$ cat src/rtl/ssp_motorola_slave.sv
// Motorola-format SSP slave: oversampled serial pins, one-word TX holding register, valid/ready RX.
// Optional build macro SSP_SLV_ECHO_EN: an empty-holding-register load transmits the last received word.
//
// state  | meaning
// IDLE   | frame select high; pad driver off, waiting for SSPFSSIN to fall
// ACTIVE | inside a frame; shifting on sampling edges, driving SSPTXD
module ssp_motorola_slave #(
   parameter int DATA_W = 8,
   parameter bit SPO    = 1'b0,
   parameter bit SPH    = 1'b0
) (
   input  logic              SSPCLK,
   input  logic              nSSPRST,
   input  logic              SSPCLKIN,
   input  logic              SSPFSSIN,
   input  logic              SSPRXD,
   output logic              SSPTXD,
   output logic              nSSPOE,
   input  logic [DATA_W-1:0] TX_DATA,
   input  logic              TX_VALID,
   output logic              TX_READY,
   output logic [DATA_W-1:0] RX_DATA,
   output logic              RX_VALID,
   input  logic              RX_READY,
   output logic              TX_UNDR,
   output logic              RX_OVR,
   output logic              FRAME_ERR
);

   localparam int CW = $clog2(DATA_W + 1);

   typedef enum logic {IDLE, ACTIVE} state_t;

   state_t            state;
   logic [1:0]        clk_sync, fss_sync, rxd_sync;
   logic              clk_d, fss_d;
   logic [DATA_W-1:0] shreg;
   logic [CW-1:0]     cnt;
   logic [DATA_W-1:0] hold;
   logic              hold_full;
   logic              drive_pend;

   logic              clk_rise, clk_fall, lead, trail, samp, drv;
   logic              fss_fall, fss_rise;
   logic              active, start, word_done, load, wr;
   logic [DATA_W-1:0] shifted, empty_val, load_val;

   assign clk_rise  = clk_sync[1] & ~clk_d;
   assign clk_fall  = ~clk_sync[1] & clk_d;
   assign lead      = SPO ? clk_fall : clk_rise;
   assign trail     = SPO ? clk_rise : clk_fall;
   assign samp      = SPH ? trail : lead;
   assign drv       = SPH ? lead : trail;
   assign fss_fall  = ~fss_sync[1] & fss_d;
   assign fss_rise  = fss_sync[1] & ~fss_d;

   assign active    = (state == ACTIVE);
   assign start     = !active && fss_fall;
   assign word_done = active && !fss_rise && samp && (cnt == CW'(DATA_W - 1));
   assign load      = start || word_done;
   assign shifted   = {shreg[DATA_W-2:0], rxd_sync[1]};
   assign wr        = TX_VALID && !hold_full;
   assign TX_READY  = !hold_full;

`ifdef SSP_SLV_ECHO_EN
   logic [DATA_W-1:0] last_rx;

   // The word completing this cycle is the freshest candidate for an echo reload.
   assign empty_val = word_done ? shifted : last_rx;

   always_ff @(posedge SSPCLK) begin
      if (!nSSPRST)
         last_rx <= '0;
      else if (word_done)
         last_rx <= shifted;
   end
`else
   assign empty_val = '0;
`endif

   assign load_val = hold_full ? hold : empty_val;

   always_ff @(posedge SSPCLK) begin
      if (!nSSPRST) begin
         clk_sync <= {SPO, SPO};
         fss_sync <= 2'b11;
         rxd_sync <= 2'b00;
         clk_d    <= SPO;
         fss_d    <= 1'b1;
      end else begin
         clk_sync <= {clk_sync[0], SSPCLKIN};
         fss_sync <= {fss_sync[0], SSPFSSIN};
         rxd_sync <= {rxd_sync[0], SSPRXD};
         clk_d    <= clk_sync[1];
         fss_d    <= fss_sync[1];
      end
   end

   always_ff @(posedge SSPCLK) begin
      if (!nSSPRST) begin
         state      <= IDLE;
         shreg      <= '0;
         cnt        <= '0;
         hold       <= '0;
         hold_full  <= 1'b0;
         drive_pend <= 1'b0;
         SSPTXD     <= 1'b0;
         nSSPOE     <= 1'b1;
         RX_DATA    <= '0;
         RX_VALID   <= 1'b0;
         TX_UNDR    <= 1'b0;
         RX_OVR     <= 1'b0;
         FRAME_ERR  <= 1'b0;
      end else begin
         TX_UNDR   <= load && !hold_full;
         RX_OVR    <= 1'b0;
         FRAME_ERR <= 1'b0;

         // SPH=0 presents the MSB as soon as the frame opens; later bits follow the drive edge.
         drive_pend <= (start && !SPH) || (active && !fss_rise && drv);
         if (drive_pend)
            SSPTXD <= shreg[DATA_W-1];

         // A same-cycle load sees the old content; the incoming word stays held.
         hold_full <= (hold_full && !load) || wr;
         if (wr)
            hold <= TX_DATA;

         if (RX_VALID && RX_READY)
            RX_VALID <= 1'b0;

         case (state)
            IDLE: begin
               if (fss_fall) begin
                  state  <= ACTIVE;
                  nSSPOE <= 1'b0;
                  shreg  <= load_val;
                  cnt    <= '0;
               end
            end
            ACTIVE: begin
               if (fss_rise) begin
                  state     <= IDLE;
                  nSSPOE    <= 1'b1;
                  cnt       <= '0;
                  FRAME_ERR <= (cnt != '0);
               end else if (word_done) begin
                  shreg <= load_val;
                  cnt   <= '0;
                  if (RX_VALID && !RX_READY) begin
                     RX_OVR <= 1'b1;
                  end else begin
                     RX_DATA  <= shifted;
                     RX_VALID <= 1'b1;
                  end
               end else if (samp) begin
                  shreg <= shifted;
                  cnt   <= cnt + CW'(1);
               end
            end
            default: begin
               state  <= IDLE;
               nSSPOE <= 1'b1;
            end
         endcase
      end
   end

endmodule

$ cat config.mk
export PLATFORM = sky130hd
export DESIGN_NAME = ssp_motorola_slave
export DESIGN_NICKNAME = d
export VERILOG_FILES = /design/src/rtl/ssp_motorola_slave.sv
export SDC_FILE = /design/constraint.sdc
export NUM_CORES = 1
export LEC_CHECK = 0
export BUFFER_PORTS_ARGS = -buffer_cell sky130_fd_sc_hd__buf_2
export CORE_MARGIN = 4
export CORE_UTILIZATION = 45
export DETAILED_ROUTE_END_ITERATION = 10
export GPL_ROUTABILITY_DRIVEN = 0
export PLACE_DENSITY = 0.66
export SYNTH_ARGS = -nofsm -noshare
export SYNTH_HDL_FRONTEND = slang
export SYNTH_SLANG_ARGS = --single-unit
export TNS_END_PERCENT = 1
$ cat constraint.sdc
create_clock -name SSPCLK -period 3.1 [get_ports SSPCLK]
set_input_delay 0.155 -clock SSPCLK [delete_from_list [all_inputs] [get_ports SSPCLK]]
set_output_delay 0.155 -clock SSPCLK [all_outputs]
set_load 0.05 [all_outputs]
# Yosys cells after proc, flatten, opt, wreduce, memory -nomap -nowiden
# Cells that the tools add are included.
# Widths: inputs -> output; s select.
[word_totals]
regBits = 45
input_bits = 15
[op_classes]
add_sub_neg = 1
n_eq_ne = 6
n_mux = 23
bitwise = 13
n_reduce_logical = 25
[op_table]
columns = ["op", "n"]
rows = [
  ["$mux 8", 5],
  ["$mux 4", 4],
  ["$pmux 8 s2", 1],
  ["$logic_and 1x1->1", 10],
  ["$mux 1", 10],
  ["$not 1->1", 9],
  ["$pmux 4 s2", 1],
  ["$reduce_and 3->1", 2],
  ["$logic_not 1->1", 5],
  ["$add 4x1->4 const B", 1],
  ["$and 1x1->1", 4],
  ["$eq 4x3->1 const B", 1],
  ["$ne 2x2->1 const B", 2],
  ["$ne 4x1->1 const B", 1],
  ["$pmux 1 s2", 2],
  ["$reduce_and 2->1", 2],
  ["$reduce_and 4->1", 1],
  ["$reduce_bool 4->1", 1],
  ["$reduce_or 4->1", 1],
  ["$logic_or 1x1->1", 3],
  ["$ne 3x1->1 const B", 1],
  ["$ne 2x1->1 const B", 1],
]

# Logic depth before layout (Yosys ltp)
[depth]
ltp_word = 10
mapped_depth = 6
depth_no_buf = 5

# Worst setup path before layout
# Ideal clock, no wire load.
[synth_path]
kind = "register to register"
from = "reg cnt[0]"
to = "reg RX_DATA[0]"
setup_ps = 72
arrival_time_ps = 1407
required_ps = 3028
setup_slack_ps = 1622
path_stages_with_launch = 7
path_buffers = 1
synth_period_minus_slack_ps = 1478
path_cell_list = "dfxtp_1 > ha_1 > and3b_1 > nand4_2 > nor2b_1 > buf_4 > mux2i_1"
[synth_via]
elab_chain_len = 3
[synth_lines]
columns = ["item", "line_no", "rtl"]
rows = [
  ["start, declared", "38", "logic [CW-1:0] cnt;"],
  ["start signal, assigned", "158", "cnt <= cnt + CW'(1);"],
  ["$eq 4x3->1", "59", "assign word_done = active && !fss_rise && samp && (cnt == CW'(DATA_W - 1));"],
  ["$logic_and 1x1->1", "59", ""],
  ["$reduce_and 4->1 (no line)", "-", ""],
  ["end signal, assigned", "153", "RX_DATA <= shifted;"],
  ["end, declared", "22", "output logic [DATA_W-1:0] RX_DATA,"],
]
# No other way between the ends.
# A chain may end at the register's enable or synchronous reset.

# Worst setup path after layout
[layout_path]
from = "reg cnt[0]"
to = "reg RX_DATA[2]"
# Same word-level chain as after synthesis.

==> flow_summary_export.csv <==
group,metric,value,unit
drt,post-route-drc-count,0,
synthesis,ys.warnings.count,0,
placement,port_buffers,29,
synthesis,async_flop_share,0,
worst_setup_path,worstSetupStartpoint,"cnt[0]$_SDFFE_PN0P_",
placement,dpl.hpwl,2.364,mm
die,core_area,3771,sq um
drt,totalWireLength,3.462,mm
synthesis,syn-num-nets,219,
clocking,max-clock-path-buffers,2,
synthesis,yosysMostFrequentCell,"dfxtp_1",
timing,max_freq,472.1,MHz
pwr,p_comb_frac,0.081,
flow_run,maxCapViolCount,0,
worst_setup_path,endpoint_kind,"flop",
worst_setup_path,arrival,2.35,ns
layout,nets,244,
synthesis,synth_edf_count,0,
pwr,seqPwrFrac,0.572,
global_route,grt_pass1_wl,5.961,mm
placement,dpl.cell_count,268,
placement,placed_cell_area,1951,sq um
synthesis,yosysTopAreaCell,"dfxtp_1",
pwr,p_leak,0.7975,nW
layout,drive_above_1_share,0.1930,
clocking,post_cts_buffers,0,
clocking,cts_resized,0,
die,dieHeight,71.34,um
synthesis,ys_seq_area_frac,0.4990,
global_route,antenna_found_initial,0,
drt,drtAntennaViolNets,0,
pwr,ir_worst_vdd,277.9,uV
timing,tightest_slew,0.8561,ns
hold_path,holdPathStages,2,
die,io_pins,30,
synthesis,syn_inst,202,
layout,fillCellCount,363,
global_route,grt_usage,0.1477,
global_route,grt_start_max_net_pins,37,
worst_setup_path,start_kind,"flop",
clocking,clk_pin_slew,0.08,ns
die,start_util,0.4788,
hold_path,hold_class,"in2reg",
global_route,gr-total-overflow,0,
timing,period_share,0.6833,
synthesis,synth_seq_cells,45,
synthesis,synth.cell_area,1805,sq um
drt,routedWlPerCell,12.54,um
timing,setup_violations,0,
drt,vias,1427,
synthesis,ys_types,36,
synthesis,synth_top_cells_by_area,"dfxtp_1 (50%), a21oi_1 (8.6%), nand2_1 (7.3%), mux2i_1 (5.0%), nand3_1 (3.3%)",
clocking,cts-root-buf,"clkbuf_8",
clocking,cts_hold_buf,0,
outcome,status,"complete, no violations",
clocking,cts_tree,"yes",
timing,rsz0062_at_grt,"no",
drt,drt_iter0_markers,118,
hold_path,holdPathEnd,"fss_sync[0]$_SDFF_PN1_",
drt,vias_per_cell,5.170,
pwr,p_per_area,525.5,nW/um^2
layout,fin_area,2047,sq um
pwr,p_sw_frac,0.2472,
timing,min_period,2.118,ns
worst_setup_path,rr_endpoint,"RX_DATA[2]$_SDFFE_PN0P_",
global_route,grt_pass1_vias,1303,
timing,finalMaxSlewViolations,0,
timing,setup_slack,0.9818,ns
worst_setup_path,reg2reg_depth,5,
pwr,p_sw,266.0,uW
drt,dr.pass1.iters,4,
pwr,power_frac_clock,0.347,
clocking,clock_latency,0.30,ns
layout,n_antenna_cell,0,
timing,setup_tns,0,ns
clocking,clock-sinks,45,
worst_setup_path,r2r_slack,0.98,ns
synthesis,yosysTopAreaCellShare,0.4990,
synthesis,synthTopCellsByCount,"dfxtp_1 (45), nand2_1 (35), a21oi_1 (31)",
worst_setup_path,timing.rr.start,"cnt[0]$_SDFFE_PN0P_",
synthesis,syn_avg_cell_area,8.938,sq um
pwr,intPower,809.8,uW
timing,finalHoldViolCount,0,
worst_setup_path,worstSetupPathType,"reg2reg",
clocking,numCtsBuffers,5,
clocking,htreeDepth,2,
hold_path,hold_path_startpoint,"SSPFSSIN",
timing,maxSlewHeadroom,0.4281,
placement,dp_slack,1.006,ns
timing,fin_skew,0.006438,ns
die,num_rows,22,
worst_setup_path,critical_path.max_fanout,8,
die,fp.dieW,71.34,um
die,dieArea,5089,sq um
layout,stdcell_count,276,
synthesis,yosys_most_used_dff,"dfxtp_1",
layout,syn2layout_area_growth,13.37,%
worst_setup_path,required,3.33,ns
[critical path, stage by stage, from the launching register on]
cell and delay (ns):
dfxtp_1 0.43, ha_1 0.22, and3b_1 0.24, nand4_2 0.19
nor2b_1 0.72, mux2i_1 0.25
[how the worst max path moves through the flow]
stage,end,cells after the start
after global placement,RX_DATA[0]$_SDFFE_PN0P_,5
after floorplan,RX_DATA[0]$_SDFFE_PN0P_,6
after global routing,RX_DATA[4]$_SDFFE_PN0P_,5
after CTS,RX_DATA[2]$_SDFFE_PN0P_,5
final,RX_DATA[2]$_SDFFE_PN0P_,5
after detailed placement,RX_DATA[1]$_SDFFE_PN0P_,5
[logic make-up after synthesis]
family,after synthesis,share of synthesized area
DFF,45,0.4990
adders and majority gates,2,0.01386
and+or+nand+nor,77,0.2121
AOI/OAI and AO/OA,52,0.1774
buffers and inverters,17,0.04781
muxes,9,0.04990
[area by class of cell]
cell class,instances,area (sq um),share of cell area
Clock inverter,2,13.76,0.006724
Inverter,5,18.77,0.009169
Clock buffer,6,82.58,0.04034
Tap cell,48,60.06,0.02934
Timing Repair Buffer,30,152.6,0.07457
Sequential cell,45,900.9,0.4401
Multi-Input combinational cell,140,818.3,0.3998
[per-layer routing]
layer  part of all wire  wire, um  GRT usage
met4              0.020        68    0.06889
met2               0.39      1355     0.2082
met3              0.074       255    0.04769
met1               0.52      1783     0.2036
met5                  0         0          0
[registers in the layout (all words and copies together) (netlist names)]
signal and cells:
nSSPOE 1, TX_UNDR 1, RX_DATA 8, RX_OVR 1, shreg 8, clk_d 1
cnt 4, RX_VALID 1, fss_d 1, drive_pend 1, rxd_sync 2, FRAME_ERR 1
SSPTXD 1, clk_sync 2, hold 8, hold_full 1, fss_sync 2, active 1
[cell usage in the layout, fill, tap and decap left out, drive strengths merged, types with 2 or more instances in the layout]
cell type / n
nand4: 2
nand2b: 7
dfxtp: 45
and2: 5
nor2: 4
inv: 4
a32oi: 2
nand4b: 2
nor2b: 3
ha: 2
nor3: 3
mux2i: 9
o31ai: 2
a21oi: 31
o21ai: 11
clkbuf: 6
buf: 30
nand3: 12
nand2: 35
clkinv: 3
[through the flow]
step | hold slack, ns | util | power [mW]
after floorplan | 0.2565 | - | 0.6933
after global placement | 0.3351 | 0.5173 | 0.7161
after detailed placement | 0.3405 | 0.5173 | 0.7162
after CTS | 0.01814 | 0.5428 | 1.090
after global routing | 0.02509 | 0.5428 | 1.122
final | 0.02872 | 0.5428 | 1.076
[power groups by stage]
stage | logic, mW | clock network [mW] | registers (mW)
after global routing | 0.0983 | 0.404 | 0.619
final | 0.0870 | 0.373 | 0.616
after CTS | 0.0874 | 0.387 | 0.616
after global placement | 0.0875 | 0 | 0.629
after detailed placement | 0.0872 | 0 | 0.629
after floorplan | 0.0649 | 0 | 0.628
No activity file was read; power rests on OpenSTA's default activity.
